File: config.mk
export PLATFORM = sky130hd
export DESIGN_NAME = uart_tx_frame_shifter
export DESIGN_NICKNAME = d
export VERILOG_FILES = /design/src/rtl/uart_tx_pkg.sv /design/src/rtl/uart_tx_frame_shifter.sv
export SDC_FILE = /design/constraint.sdc
export NUM_CORES = 1
export LEC_CHECK = 0
export ABC_CLOCK_PERIOD_IN_PS = 1700
export BUFFER_PORTS_ARGS = -buffer_cell sky130_fd_sc_hd__buf_2
export CORE_ASPECT_RATIO = 1.2
export CORE_MARGIN = 4
export CORE_UTILIZATION = 34
export CTS_CLUSTER_SIZE = 25
export DETAILED_ROUTE_END_ITERATION = 10
export GPL_TIMING_DRIVEN = 0
export PLACE_DENSITY_LB_ADDON = 0.2
export SYNTH_ARGS = -nofsm -noshare
export SYNTH_HDL_FRONTEND = slang
export SYNTH_SLANG_ARGS = --single-unit
File: constraint.sdc
create_clock -name clk -period 1.7 [get_ports clk]
set_clock_uncertainty 0.05 [all_clocks]
set_input_delay 0.17 -clock clk [delete_from_list [all_inputs] [get_ports clk]]
set_output_delay 0.17 -clock clk [all_outputs]
set_load 0.01 [all_outputs]
File: src/rtl/uart_tx_pkg.sv
// ============================================================================
// Module      : uart_tx_pkg
// Description : Shared definitions for the UART transmit path. Holds the
//               frame shifter FSM state encoding, the ParityType codes, the
//               default data width and a parity-enable decode helper.
// Revision    : 1.0 - initial release
// ============================================================================
`default_nettype none

package uart_tx_pkg;

    localparam int UART_DATA_WIDTH = 8;

    // Frame shifter FSM states
    localparam logic [2:0] ST_IDLE   = 3'd0;
    localparam logic [2:0] ST_DATA   = 3'd1;
    localparam logic [2:0] ST_PARITY = 3'd2;
    localparam logic [2:0] ST_STOP   = 3'd3;
    localparam logic [2:0] ST_END    = 3'd4;

    // ParityType codes (both 00 and 11 mean "no parity bit")
    localparam logic [1:0] PAR_NONE  = 2'b00;
    localparam logic [1:0] PAR_ODD   = 2'b01;
    localparam logic [1:0] PAR_EVEN  = 2'b10;
    localparam logic [1:0] PAR_NONE2 = 2'b11;

    // True when the frame carries a parity bit slot
    function automatic logic parity_enabled(input logic [1:0] ptype);
        return (ptype == PAR_ODD) || (ptype == PAR_EVEN);
    endfunction

endpackage

`default_nettype wire

File: src/rtl/uart_tx_frame_shifter.sv
// ============================================================================
// Module      : uart_tx_frame_shifter
// Description : UART transmit frame builder. Accepts a data byte plus the
//               parity bit from the upstream parity unit and serialises
//               start, DATA_WIDTH data bits (LSB first), optional parity and
//               one or two stop bits onto TxOut, one bit per BaudTick.
// Ports       : clk        - system clock, rising edge
//               ResetN     - asynchronous active-low reset
//               BaudTick   - one-clk bit-period enable
//               Send       - frame request (sampled on BaudTick)
//               DataIn     - data word, latched on accept
//               ParityBit  - parity bit for DataIn, latched on accept
//               ParityType - 00/11 none, 01 odd, 10 even; latched on accept
//               StopBits   - 0 one stop bit, 1 two stop bits; latched
//               TxOut      - serial line, idles high
//               Busy       - frame in progress
//               Done       - one-clk pulse at frame completion
// Revision    : 1.0 - initial release
// ============================================================================
`default_nettype none

module uart_tx_frame_shifter
    import uart_tx_pkg::*;
#(
    parameter int DATA_WIDTH = UART_DATA_WIDTH
) (
    input  logic                  clk,
    input  logic                  ResetN,
    input  logic                  BaudTick,
    input  logic                  Send,
    input  logic [DATA_WIDTH-1:0] DataIn,
    input  logic                  ParityBit,
    input  logic [1:0]            ParityType,
    input  logic                  StopBits,
    output logic                  TxOut,
    output logic                  Busy,
    output logic                  Done
);

    localparam int CNT_W = (DATA_WIDTH > 1) ? $clog2(DATA_WIDTH) : 1;

    logic [2:0]            r_state;
    logic                  r_tx;
    logic                  r_done;
    logic [DATA_WIDTH-1:0] r_shreg;
    logic [CNT_W-1:0]      r_cnt;
    logic                  r_parbit;
    logic [1:0]            r_ptype;
    logic                  r_stop2;

    logic                  w_accept;
    logic                  w_last_bit;

    // A new frame may start from IDLE, or from END for back-to-back frames
    assign w_accept   = BaudTick && Send &&
                        ((r_state == ST_IDLE) || (r_state == ST_END));
    assign w_last_bit = (r_cnt == CNT_W'(DATA_WIDTH - 1));

    always_ff @(posedge clk or negedge ResetN) begin
        if (!ResetN) begin
            r_state  <= ST_IDLE;
            r_tx     <= 1'b1;
            r_done   <= 1'b0;
            r_shreg  <= '0;
            r_cnt    <= '0;
            r_parbit <= 1'b0;
            r_ptype  <= PAR_NONE;
            r_stop2  <= 1'b0;
        end else begin
            // Done is only ever a single-clk pulse on the END tick
            r_done <= BaudTick && (r_state == ST_END);

            if (w_accept) begin
                r_shreg  <= DataIn;
                r_parbit <= ParityBit;
                r_ptype  <= ParityType;
                r_stop2  <= StopBits;
                r_tx     <= 1'b0;
                r_cnt    <= '0;
                r_state  <= ST_DATA;
            end else if (BaudTick) begin
                case (r_state)
                    ST_IDLE: begin
                        r_tx <= 1'b1;
                    end
                    ST_DATA: begin
                        r_tx    <= r_shreg[0];
                        r_shreg <= {1'b0, r_shreg[DATA_WIDTH-1:1]};
                        if (w_last_bit) begin
                            r_cnt   <= '0;
                            r_state <= parity_enabled(r_ptype) ? ST_PARITY : ST_STOP;
                        end else begin
                            r_cnt <= r_cnt + CNT_W'(1);
                        end
                    end
                    ST_PARITY: begin
                        r_tx    <= r_parbit;
                        r_state <= ST_STOP;
                    end
                    ST_STOP: begin
                        r_tx <= 1'b1;
                        // Counter is zero on entry; it marks the first of two stop bits
                        if (r_stop2 && (r_cnt == '0)) begin
                            r_cnt <= CNT_W'(1);
                        end else begin
                            r_cnt   <= '0;
                            r_state <= ST_END;
                        end
                    end
                    ST_END: begin
                        r_tx    <= 1'b1;
                        r_state <= ST_IDLE;
                    end
                    default: begin
                        r_tx    <= 1'b1;
                        r_state <= ST_IDLE;
                    end
                endcase
            end
        end
    end

    assign TxOut = r_tx;
    assign Busy  = (r_state != ST_IDLE);
    assign Done  = r_done;

endmodule

`default_nettype wire

# Word-level counts from Yosys, hierarchy flattened
# Index checks and enable logic that the tools add are counted.
[totals] ff_bits=20 latchBits=0 mem_bits_rw=0 rom_bits=0 inputBits=16 output_inout_bits=3 elab_cells=51 mem_count=0
[op_classes] add_sub_neg=1 mul=0 n_div=0 order_cmp=0 n_eq_ne=10 n_shift=0 muxes=17 bitwise_logic=0 reduce_logical=15
[ops] op="8-bit 2-to-1 mux" n=3
[ops] op="3-bit 2-to-1 mux" n=7
[ops] op="3-bit one-hot mux with 4 select lines" n=1
[ops] op="3-bit by 2-bit equality test with 1-bit output, second input constant" n=2
[ops] op="3-bit equality test, second input constant" n=2
[ops] op="3-bit logical NOT" n=2
[ops] op="3-bit inequality test, second input constant" n=2
[ops] op="3-bit one-hot mux with 2 select lines" n=1
[ops] op="3-bit nonzero test" n=2
[ops] op="1-bit logical AND" n=4
[ops] op="1-bit 2-to-1 mux" n=4
[ops] op="2-bit AND reduction" n=2
[ops] op="4-bit AND reduction" n=1
[ops] op="2-bit nonzero test" n=2
[ops] op="3-bit by 1-bit adder with 3-bit output, second input constant" n=1
[ops] op="3-bit by 1-bit equality test with 1-bit output, second input constant" n=1
[ops] op="2-bit by 1-bit equality test with 1-bit output, second input constant" n=1
[ops] op="2-bit equality test, second input constant" n=1
[ops] op="1-bit logical OR" n=2
[ops] op="2-bit inequality test, second input constant" n=1
[ops] op="1-bit one-hot mux with 2 select lines" n=1

# Depth between registers and ports, before layout
# Gate-level depths: netlist of the first run.
[depth] depth_word=7 ltp_mapped=5 ltp_nobuf=5

# Least setup slack after synthesis of the first run
# No wires, ideal clock.
[synth_path] path_kind="register to register" start="register r_cnt[0]" end="register r_cnt[0]" setup_time_ns=0.087 arrival_time_ns=1.475 required_time_ns=1.563 slack_ns=0.089 path_stages_with_launch=6 path_buffers=0 synth_period_minus_slack_ns=1.611 cell_sequence="dfrtp_1 -> ha_1 -> ha_1 -> or2_2 -> mux2_4 -> a211oi_2"
[synth_between] elab_chain_len=6 elab_cells_between_ends=9 classes_between="add/sub: 1; eq/ne: 1; mux: 5; reduce/logical: 2"
[synth_rtl] element="from (decl)" line_no="uart_tx_frame_shifter.sv:46" text="logic [CNT_W-1:0] r_cnt;"
[synth_rtl] element="from (signal assigned)" line_no="uart_tx_frame_shifter.sv:93" text="r_cnt <= r_cnt + CNT_W'(1);"
[synth_rtl] element="parallel branches: the longest is 3 deep, another holds 3-bit by 1-bit adder with 3-bit output"
[synth_rtl] element="3-bit one-hot mux with 2 select lines *" line_no="uart_tx_frame_shifter.sv:82" text="case (r_state)"
[synth_rtl] element="3-bit 2-to-1 mux *" line_no="uart_tx_frame_shifter.sv:81" text="end else if (BaudTick) begin"
[synth_rtl] element="3-bit 2-to-1 mux *" line_no="uart_tx_frame_shifter.sv:73" text="if (w_accept) begin"
# Mark *: on every way between the ends. The select of a mux whose other input is x is not followed.
# A chain may end at the register's enable or synchronous reset.

# Worst setup path after layout of the first run
# Ends and elaborated chain as after synthesis.

==> results of run 1 <==
layout by cell type (no fill, tap or decap), types with 4 or more instances in the layout:
master,count
inv_1,9
buf_4,4
mux2_1,4
o21ai_2,6
nand2_1,6
nor2_1,4
dfrtp_1,19
buf_2,18
sequential cells by signal (all words and copies together) (netlist names):
signal / cells
r_shreg: 8
r_parbit: 1
TxOut: 1
r_ptype: 2
r_stop2: 1
Done: 1
r_cnt: 3
r_state: 3
timing repair:
action | CTS | global route
hold buffers | 1 | 0
endpoints found under the setup margin | 1 | 2
buffers inserted | 1 | 0
resized for setup | 0 | 3
hold endpoints to repair | 19 | 0
logic make-up after synthesis:
| family | synth area share [%] |
|---|---|
| DFF | 45.67 |
| and+or+nand+nor | 14.69 |
| AOI/OAI and AO/OA | 19.02 |
| adders and majority gates | 3.417 |
| xor gates and xnor gates | 0.7974 |
| buffers and inverters | 8.200 |
| muxes | 8.200 |
synthesized netlist by cell type, drive strengths merged:
cell	count
dfrtp	19
o21ai	11
inv	9
buf	6
nand2	6
a22oi	5
mux2	5
nor2	4
ha	3
mux2i	3
nor2b	3
nor3b	3
nand3b	2
nor4bb	2
or2	2
a2111oi	1
a211o	1
a211oi	1
a22o	1
a31oi	1
and3b	1
dfstp	1
nor3	1
o21bai	1
o2bb2ai	1
o31a	1
o31ai	1
or3	1
xor2	1
worst min-delay path: cells and delay by family:
family	cells	cell delay, ns
simple gates	1	0.05
buf+inv	1	0.07
compound gates	1	0.04
per-layer routing:
metal  global-route usage, %  part of all wire (%)  wire length (um)  up-vias
met3                   1.664                   5.1               101        0
li1                        -                     -                 -      389
met2                   15.99                    49               977       22
met4                   2.956                     0                 0        0
met5                       0                     0                 0        -
met1                   15.25                    46               903      373
area by class of cell:
cell class | instances | area (um^2) | area share (%)
Inverter | 9 | 33.78 | 2.601
Clock buffer | 4 | 36.28 | 2.794
Tap cell | 36 | 45.04 | 3.468
Multi-Input combinational cell | 62 | 518.0 | 39.88
Buffer | 6 | 56.30 | 4.335
Timing Repair Buffer | 20 | 107.6 | 8.285
Sequential cell | 20 | 501.7 | 38.63
path summary, 6_finish.rpt:
| check | endpoint | from |
|---|---|---|
| max in group asynchronous | TxOut$_DFFE_PN1P_ | ResetN |
| setup reg to reg | r_cnt[0]$_DFFE_PN0P_ | r_cnt[0]$_DFFE_PN0P_ |
| hold reg to reg | r_shreg[0]$_DFFE_PN0P_ | r_shreg[1]$_DFFE_PN0P_ |
| min in group asynchronous | r_stop2$_DFFE_PN0P_ | ResetN |
| setup / recovery | r_cnt[0]$_DFFE_PN0P_ | r_cnt[0]$_DFFE_PN0P_ |
| hold / removal | r_shreg[7]$_DFFE_PN0P_ | DataIn[7] |
through the flow:
step / cells / util, % / hold slack [ns] / total power, uW
after floorplan: 97 / - / -0.1756 / 1425
after global placement: 151 / 40.02 / 0.1023 / 1585
after detailed placement: 151 / 40.02 / 0.1065 / 1606
after CTS: 157 / 41.76 / 0.002303 / 1915
after global routing: 157 / 42.13 / 0.004323 / 2077
final: 157 / 42.13 / 0.01320 / 1895
power breakdown:
part / internal (uW) / switching, uW / leakage [uW] / total [uW]
clock network: 131 / 150 / 0.0000210 / 280
logic: 443 / 397 / 0.000311 / 840
registers: 658 / 118 / 0.000254 / 776
total: 1230 / 664 / 0.000586 / 1900
==> key figures, run 1 <==
Logic synthesis
  • Post-Syn Area: 1099 um^2
  • Synth Instances: 97
  • Synth Warn #: 0
  • Synth top area cells: dfrtp_1 43%, o21ai_2 4.8%, mux2_1 4.1%
  • Yosys top cell by area: dfrtp_1
  • Post-synthesis sequential area ratio: 45.67%
  • Net count after synthesis: 116
  • Synth Area per Inst: 11.33 um^2
  • Synth unique cells: 36
  • Synth top area share: 43.28%
  • #FFs+latches synth: 20

Timing
  • Final setup fails: 0
  • TNS Setup: 0 ns
  • Max Slew Vio Count: 0
  • Post-route setup slack: 0.05025 ns
  • Hold Fails Final Rpt: 0
  • Final period util: 97.04%
  • Post-layout minimum cycle time: 1.650 ns
  • Relative slew margins: 69.16%
  • Unrepaired setup endpoints after global routing: false
  • Worst-Margin Slew: 0.4627 ns
  • Fmax: 0.6062 GHz

Worst setup path
  • Max stage delay on crit path: 0.41 ns
  • Worst path depth: 5
  • Crit end category: register
  • Worst EP required: 1.87 ns
  • CP Data Arrival Time: 1.82 ns
  • Buf/Inv on CP: 0
  • Worst-path cell chain: ha_2 > ha_2 > or2_2 > mux2_4 > a211oi_2
  • CP delay by family, top: flip-flops
  • Critical Path Start Type: register
  • Largest fanout on the critical path: 3
  • CP max-delay cell: dfrtp_1
  • Cell mode on critical path: ha_2
  • Crit Path Class: register to register
  • Reg2reg setup slack: 0.05 ns
  • FF-to-FF path depth: 5

Floorplan
  • # rows: 22
  • Die ar.: 4208 um^2
  • I/O pin cnt: 19
  • Initial Util: 35.63%
  • Die Y-Extent: 70.27 um
  • Die W: 59.89 um
  • Core area: 3083 um^2

Global route
  • GRT overflow: 0
  • Largest net degree at the start of global routing: 21
  • Overall routing resource usage: 10.55%
  • Initial antenna violation count: 0
  • Vias in the first global route: 790
  • First-pass GRT wire length: 3491 um

Final layout
  • # diodes: 0
  • Fill cells: 320
  • Layout cells sized above 1: 38.84%
  • Nets: 141
  • Area Growth Syn to Fin: 18.22%
  • Post-route design area: 1299 um^2

Placement
  • Detail Placement HPWL: 1436 um
  • GPL Wtd Cong: 0.7122
  • Post-place instance area: 1234 um^2
  • Dpl ws: 0.005909 ns
  • Port Buffers: 18

Clocking
  • Worst-path clk slew: 0.11 ns
  • H-tree levels: 1
  • Clock Root Buffer: clkbuf_4
  • Clk_lat worst skew: 0.30 ns
  • Bufs on Longest Clock Path: 2
  • CTS tree: done
  • Clock net sink count: 20
  • TritonCTS Buffers: 3

Drt
  • # DRC: 0
  • WL/cell: 12.63 um
  • Vias per cell: 4.994
  • DR vias: 784
  • DRT Wirelength: 1983 um
  • First DRT Iteration DRCs: 15
  • Post-route ant nets: 0
  • Pre-antenna DRT Iters: 4

Power
  • Leak: 0.0005859 uW
  • Cell Pwr Density: 1459 nW/um^2
  • Max VDD drop: 0.0005797 V

Worst hold path
  • Hold Path Class: primary input to register
  • WHS Path Cells: 3

Job
  • Max-cap viol count: 0

Status
  • Status: complete, no violations
No activity file was read; power rests on OpenSTA's default activity.
==> run 2, diff against run 1 <==
--- a/config.mk
+++ b/config.mk
@@ -10,10 +10,11 @@
 export CORE_ASPECT_RATIO = 1.2
 export CORE_MARGIN = 4
 export CORE_UTILIZATION = 34
+export CTS_CLUSTER_DIAMETER = 30
 export CTS_CLUSTER_SIZE = 25
 export DETAILED_ROUTE_END_ITERATION = 10
 export GPL_TIMING_DRIVEN = 0
-export PLACE_DENSITY_LB_ADDON = 0.2
+export PLACE_DENSITY = 0.52
 export SYNTH_ARGS = -nofsm -noshare
 export SYNTH_HDL_FRONTEND = slang
 export SYNTH_SLANG_ARGS = --single-unit
==> run 2 against run 1 <==
Against the previous run: core utilization decreased by 0.12 points; count of clock-buffer cells in the layout unchanged; largest power group unchanged; flip-flop and latch count unchanged; critical path type is now register to output port; combinational power decreased by 0.8%; global-route usage increased by 0.69 points; critical path depth decreased by 2; register-to-register slack improved by 0.05 ns; highest routed layer is now met4.
==> key figures, run 2 (same netlist as run 1, synthesis figures left out) <==
Status
  • Status: complete, no violations

Final layout
  • Most flops, register: r_shreg
  • Layout cells sized above 1: 37.50% (-1.3 points)
  • Largest regs: r_shreg (8), r_cnt (3), r_state (3)
  • Most common cell after layout, fill and taps aside: dfrtp_1
  • Most frequent cells in the layout: 19 x dfrtp_1, 18 x buf_2, 9 x inv_1, 6 x nand2_1, 6 x o21ai_2
  • Area Growth Syn to Fin: 17.88%
  • Fill cells: 315 (-1.6%)
  • Post-route design area: 1295 um^2 (-0.29%)
  • Max reg flops: 8 (unchanged)
  • Multi-input gate area: 521.8 um^2 (+0.72%)
  • Filler-free cell count of the finished design: 156 (-0.64%)
  • # diodes: 0 (unchanged)
  • Nets: 140 (-0.71%)
  • FF/Latch Area: 501.7 um^2 (unchanged)

Global route
  • Overall routing resource usage: 11.23% (+0.69 points)
  • Largest net degree at the start of global routing: 21 (unchanged)
  • Initial antenna violation count: 0 (unchanged)
  • Vias in the first global route: 805 (+1.9%)
  • First-pass GRT wire length: 3670 um (+5.1%)
  • Met2 Usage GRT: 17.19% (+1.2 points)
  • Met3 Track Usage GR: 2.033% (+0.37 points)
  • Most Used Layer, Global Route: met2
  • GRT overflow: 0 (unchanged)
  • Met1 Usage GRT: 14.97% (-0.28 points)

Timing
  • Final period util: 94.65% (-2.4 points)
  • Final setup fails: 0 (unchanged)
  • TNS Setup: 0 ns (unchanged)
  • Unrepaired setup endpoints after global routing: false
  • Relative slew margins: 69.17% (about the same)
  • Post-layout minimum cycle time: 1.609 ns (-0.04064 ns)
  • Hold Fails Final Rpt: 0 (unchanged)
  • Fmax: 0.6215 GHz (+2.5%)
  • Worst-Margin Slew: 0.4625 ns (-0.0001861 ns)
  • Max Slew Vio Count: 0 (unchanged)

Drt
  • # DRC: 0 (unchanged)
  • Pre-antenna DRT Iters: 2 (-2)
  • Vias per cell: 5.000 (+0.13%)
  • Post-route ant nets: 0 (unchanged)
  • WL/cell: 13.06 um (+3.4%)
  • DR vias: 780 (-0.51%)
  • First DRT Iteration DRCs: 17 (+2)
  • DRT Wirelength: 2037 um (+2.7%)

Floorplan
  • Core area: 3083 um^2 (unchanged)
  • Die W: 59.89 um (unchanged)
  • I/O pin cnt: 19 (unchanged)
  • Initial Util: 35.63% (unchanged)
  • Die ar.: 4208 um^2 (unchanged)
  • # rows: 22 (unchanged)
  • Die Y-Extent: 70.27 um (unchanged)

Worst setup path
  • Worst EP required: 1.48 ns (-0.39 ns)
  • Crit end category: output port
  • Worst-path cell chain: buf_6 > or3_1 > buf_2
  • Critical Path Start Type: register
  • Max stage delay on crit path: 0.48 ns (+0.07 ns)
  • Crit Path Class: register to output port
  • Worst setup startpoint: r_state[1]$_DFFE_PN0P_
  • Worst reg2reg startpoint: r_cnt[0]$_DFFE_PN0P_
  • CP Data Arrival Time: 1.39 ns (-0.43 ns)
  • CP delay by family, top: flip-flops
  • Buf/Inv on CP: 2 (+2)
  • Largest fanout on the critical path: 10 (+7)
  • CP max-delay cell: dfrtp_1

Worst hold path
  • Hold Path Class: primary input to register
  • HP Start: DataIn[7]

Clocking
  • Worst-path clk slew: 0.11 ns (about the same)
  • CTS tree: done
  • Setup Buffers After CTS: 0 (-1)
  • H-tree levels: 1 (unchanged)
  • Bufs on Longest Clock Path: 2 (unchanged)
  • Clock net sink count: 20 (unchanged)
  • Clk_lat worst skew: 0.30 ns (about the same)
  • TritonCTS Buffers: 3 (unchanged)
  • Clock Root Buffer: clkbuf_4

Placement
  • GPL Wtd Cong: 0.7590 (+6.6%)
  • Detail Placement HPWL: 1481 um (+3.1%)
  • Port Buffers: 18 (unchanged)
  • Post-place instance area: 1234 um^2 (unchanged)
  • Inst Count DP: 151 (unchanged)

Power
  • Max VDD drop: 0.0006627 V (+14%)
  • Cell Pwr Density: 1464 nW/um^2 (+0.29%)
  • Leak: 0.0005811 uW (-0.82%)

Job
  • Max-cap viol count: 0 (unchanged)
==> run 2: area by class of cell <==
type | instances | share of cell area, %
multi-input combinational | 62 | 40.29
sequential | 20 | 38.74
timing repair buffer | 19 | 7.729
buffer | 6 | 4.348
tap | 36 | 3.478
clock buffer | 4 | 2.802
inverter | 9 | 2.609
==> run 2: power breakdown <==
group	switching [uW]	total (uW)	internal, uW	leakage, uW
clock network	149	279	131	0.0000210
registers	125	783	658	0.000254
logic	399	833	434	0.000306
total	673	1900	1220	0.000581
==> run 2: repair_timing <==
| item | in CTS | in global routing |
|---|---|---|
| setup endpoints to repair | 1 | 1 |
| hold buffers | 1 | 0 |
| resized for setup | 1 | 2 |
| pin swaps | 0 | 2 |
| hold endpoints to repair | 19 | 0 |
==> run 2: metal layers <==
metal  wire, um  up-vias
li1           -      387
met2        942       15
met1        965      374
met5          0        -
met4         29        0
met3        100        4
==> run 2: worst paths after layout <==
check                                    endpoint  slack, ns  depth (start not counted)
setup / recovery                             Busy       0.09                          3
hold / removal             r_shreg[7]$_DFFE_PN0P_       0.02                          3
setup reg to reg             r_cnt[0]$_DFFE_PN0P_       0.10                          5
hold reg to reg               r_stop2$_DFFE_PN0P_       0.46                          1
max in group asynchronous       TxOut$_DFFE_PN1P_       0.96                          2
min in group asynchronous  r_state[2]$_DFFE_PN0P_       0.29                          2
==> run 2: worst register-to-register path, cell delays in order (launching register included) <==
cell      delay [ns]
dfrtp_1         0.43
ha_2            0.20
ha_4            0.16
or2_2           0.26
mux2_4          0.26
a211oi_2        0.17
==> run 2: metrics by stage <==
stage	power (uW)	setup WS (ns)	util (%)	hold WS (ns)
2_1_floorplan	1425	0.08854	-	-0.1756
5_1_grt	2074	0.03169	42.00	0.01572
6_report	1895	0.09090	42.00	0.01606
3_3_place_gp	1590	0.02427	40.02	0.1061
3_5_place_dp	1612	0.001185	40.02	0.1090
4_1_cts	1906	0.005555	41.60	0.01204
==> run 3, diff against run 2 <==
==> constraint.sdc (replaced) <==
create_clock -name clk -period 1.7 [get_ports clk]
set_clock_uncertainty 0.05 [all_clocks]
set_input_delay 0.255 -clock clk [delete_from_list [all_inputs] [get_ports clk]]
set_output_delay 0.255 -clock clk [all_outputs]
set_load 0.01 [all_outputs]
==> run 3 against run 2 <==
Against the previous run: cell count up 3.2%; hold slack better by 0.086 ns; global-route usage unchanged; via count up 1.5%; count of clock-buffer cells in the layout unchanged; combinational power up 8.0%; core utilization up 1.4 points; critical path type unchanged; largest cell class unchanged; highest routed layer unchanged.
==> key figures, run 3 (same netlist as run 1, synthesis figures left out) <==
Global route
  • Initial antenna violation count: 0 (unchanged)
  • GRT overflow: 0 (unchanged)
  • Largest net degree at the start of global routing: 21 (unchanged)
  • Overall routing resource usage: 11.23% (unchanged)
  • First-pass GRT wire length: 3670 um (unchanged)
  • Vias in the first global route: 805 (unchanged)

Clocking
  • Worst-path clk slew: 0.12 ns (about the same)
  • Clock net sink count: 20 (unchanged)
  • Clk_lat worst skew: 0.30 ns (about the same)
  • Bufs on Longest Clock Path: 2 (unchanged)
  • CTS tree: done
  • H-tree levels: 1 (unchanged)
  • TritonCTS Buffers: 3 (unchanged)
  • Clock Root Buffer: clkbuf_4

Floorplan
  • Initial Util: 35.63% (unchanged)
  • Core area: 3083 um^2 (unchanged)
  • Die W: 59.89 um (unchanged)
  • # rows: 22 (unchanged)
  • I/O pin cnt: 19 (unchanged)
  • Die Y-Extent: 70.27 um (unchanged)
  • Die ar.: 4208 um^2 (unchanged)

Power
  • Max VDD drop: 0.0006800 V (+2.6%)
  • Leak: 0.0006070 uW (+4.5%)
  • Cell Pwr Density: 1467 nW/um^2 (+0.21%)

Worst setup path
  • Crit end category: output port
  • FF-to-FF path depth: 5 (unchanged)
  • CP Data Arrival Time: 1.36 ns (-0.03 ns)
  • Crit Path Class: register to output port
  • Critical Path Start Type: register
  • Worst EP required: 1.39 ns (-0.09 ns)
  • Largest fanout on the critical path: 10 (unchanged)

Drt
  • First DRT Iteration DRCs: 22 (+5)
  • Pre-antenna DRT Iters: 4 (+2)
  • WL/cell: 13.14 um (+0.65%)
  • DR vias: 792 (+1.5%)
  • Post-route ant nets: 0 (unchanged)
  • # DRC: 0 (unchanged)
  • Vias per cell: 4.919 (-1.6%)
  • DRT Wirelength: 2116 um (+3.9%)

Final layout
  • Fill cells: 315 (unchanged)
  • Nets: 145 (+3.6%)
  • Layout cells sized above 1: 40.80% (+3.3 points)
  • Max reg flops: 8 (unchanged)
  • Largest regs: r_shreg (8), r_cnt (3), r_state (3)
  • Most frequent cells in the layout: 18 x dfrtp_1, 18 x buf_2, 9 x inv_1, 7 x buf_4
  • Area Growth Syn to Fin: 21.75%
  • # diodes: 0 (unchanged)
  • Most flops, register: r_shreg

Timing
  • Relative slew margins: 69.20% (about the same)
  • Post-layout minimum cycle time: 1.663 ns (+0.05376 ns)
  • Hold Fails Final Rpt: 0 (unchanged)
  • Final setup fails: 0 (unchanged)
  • Max Slew Vio Count: 0 (unchanged)
  • Worst hold slack: 0.1024 ns (+0.08638 ns)
  • TNS Setup: 0 ns (unchanged)
  • Fmax: 0.6014 GHz (-3.2%)
  • Final period util: 97.82% (+3.2 points)
  • Worst-Margin Slew: 0.4620 ns (-0.0004770 ns)

Placement
  • Port Buffers: 18 (unchanged)
  • GPL Wtd Cong: 0.7590 (unchanged)
  • Detail Placement HPWL: 1481 um (unchanged)

Status
  • Status: complete, no violations

Worst hold path
  • Hold Path Class: primary input to register
  • WHS Path Cells: 3 (unchanged)

Job
  • Max-cap viol count: 0 (unchanged)
-- run 3: cell count changes in the layout (fill, tap and decap cells not counted) --
cell / previous run / this run
dfrtp_2: 0 / 1
dfrtp_1: 19 / 18
buf_6: 3 / 4
buf_4: 3 / 7
-- run 3: layout make-up --
class                   count  area (um^2)  area share, %
multi-input cells          62        521.8          39.01
flip-flops and latches     20        503.0          37.61
repair buffers             24        137.6          10.29
plain buffers               6        60.06          4.490
well taps                  36        45.04          3.368
clock buffers               4        36.28          2.713
inverters                   9        33.78          2.526
-- run 3: through the flow --
step           setup slack (ns)  area, um^2  instances  power (uW)  utilization (%)
3_5_place_dp           0.001185        1234        151        1612            40.02
2_1_floorplan           0.08854        1099         97        1425                -
6_report                0.03713        1338        161        1962            43.38
3_3_place_gp            0.02427        1234        151        1590            40.02
5_1_grt               -0.004022        1338        161        2140            43.38
4_1_cts                0.001232        1284        156        1908            41.64
-- run 3: path summary, 6_finish.rpt --
check / slack (ns) / endpoint / startpoint
setup / recovery: 0.04 / Busy / r_state[0]$_DFFE_PN0P_
hold / removal: 0.10 / r_shreg[7]$_DFFE_PN0P_ / DataIn[7]
setup reg to reg: 0.10 / r_cnt[0]$_DFFE_PN0P_ / r_cnt[0]$_DFFE_PN0P_
hold reg to reg: 0.46 / r_stop2$_DFFE_PN0P_ / r_stop2$_DFFE_PN0P_
max in group asynchronous: 0.88 / TxOut$_DFFE_PN1P_ / ResetN
min in group asynchronous: 0.37 / Done$_DFF_PN0_ / ResetN
-- run 3: per-layer routing --
| layer | GRT usage (%) | up-vias | routed length, um |
|---|---|---|---|
| li1 | - | 399 | - |
| met1 | 14.97 | 378 | 987 |
| met2 | 17.19 | 13 | 1013 |
| met3 | 2.033 | 2 | 97 |
| met4 | 5.172 | 0 | 17 |
| met5 | 0 | - | 0 |
-- run 3: repair_timing --
action / 4_1_cts / 5_1_grt
hold buffers: 1 / 0
endpoints found under the setup margin: 2 / 2
pin swaps: 0 / 2
setup buffers: 0 / 5
resized for setup: 2 / 3
hold endpoints to repair: 19 / 0
gates cloned: 0 / 0
-- run 3: where the power goes --
group	internal (uW)	switching [uW]
logic	483	416
registers	660	121
clock network	131	151
-- run 3: critical path, cell delays in order, from the launching register on --
cell	delay (ns)
dfrtp_1	0.43
buf_6	0.16
or3_1	0.33
buf_2	0.14
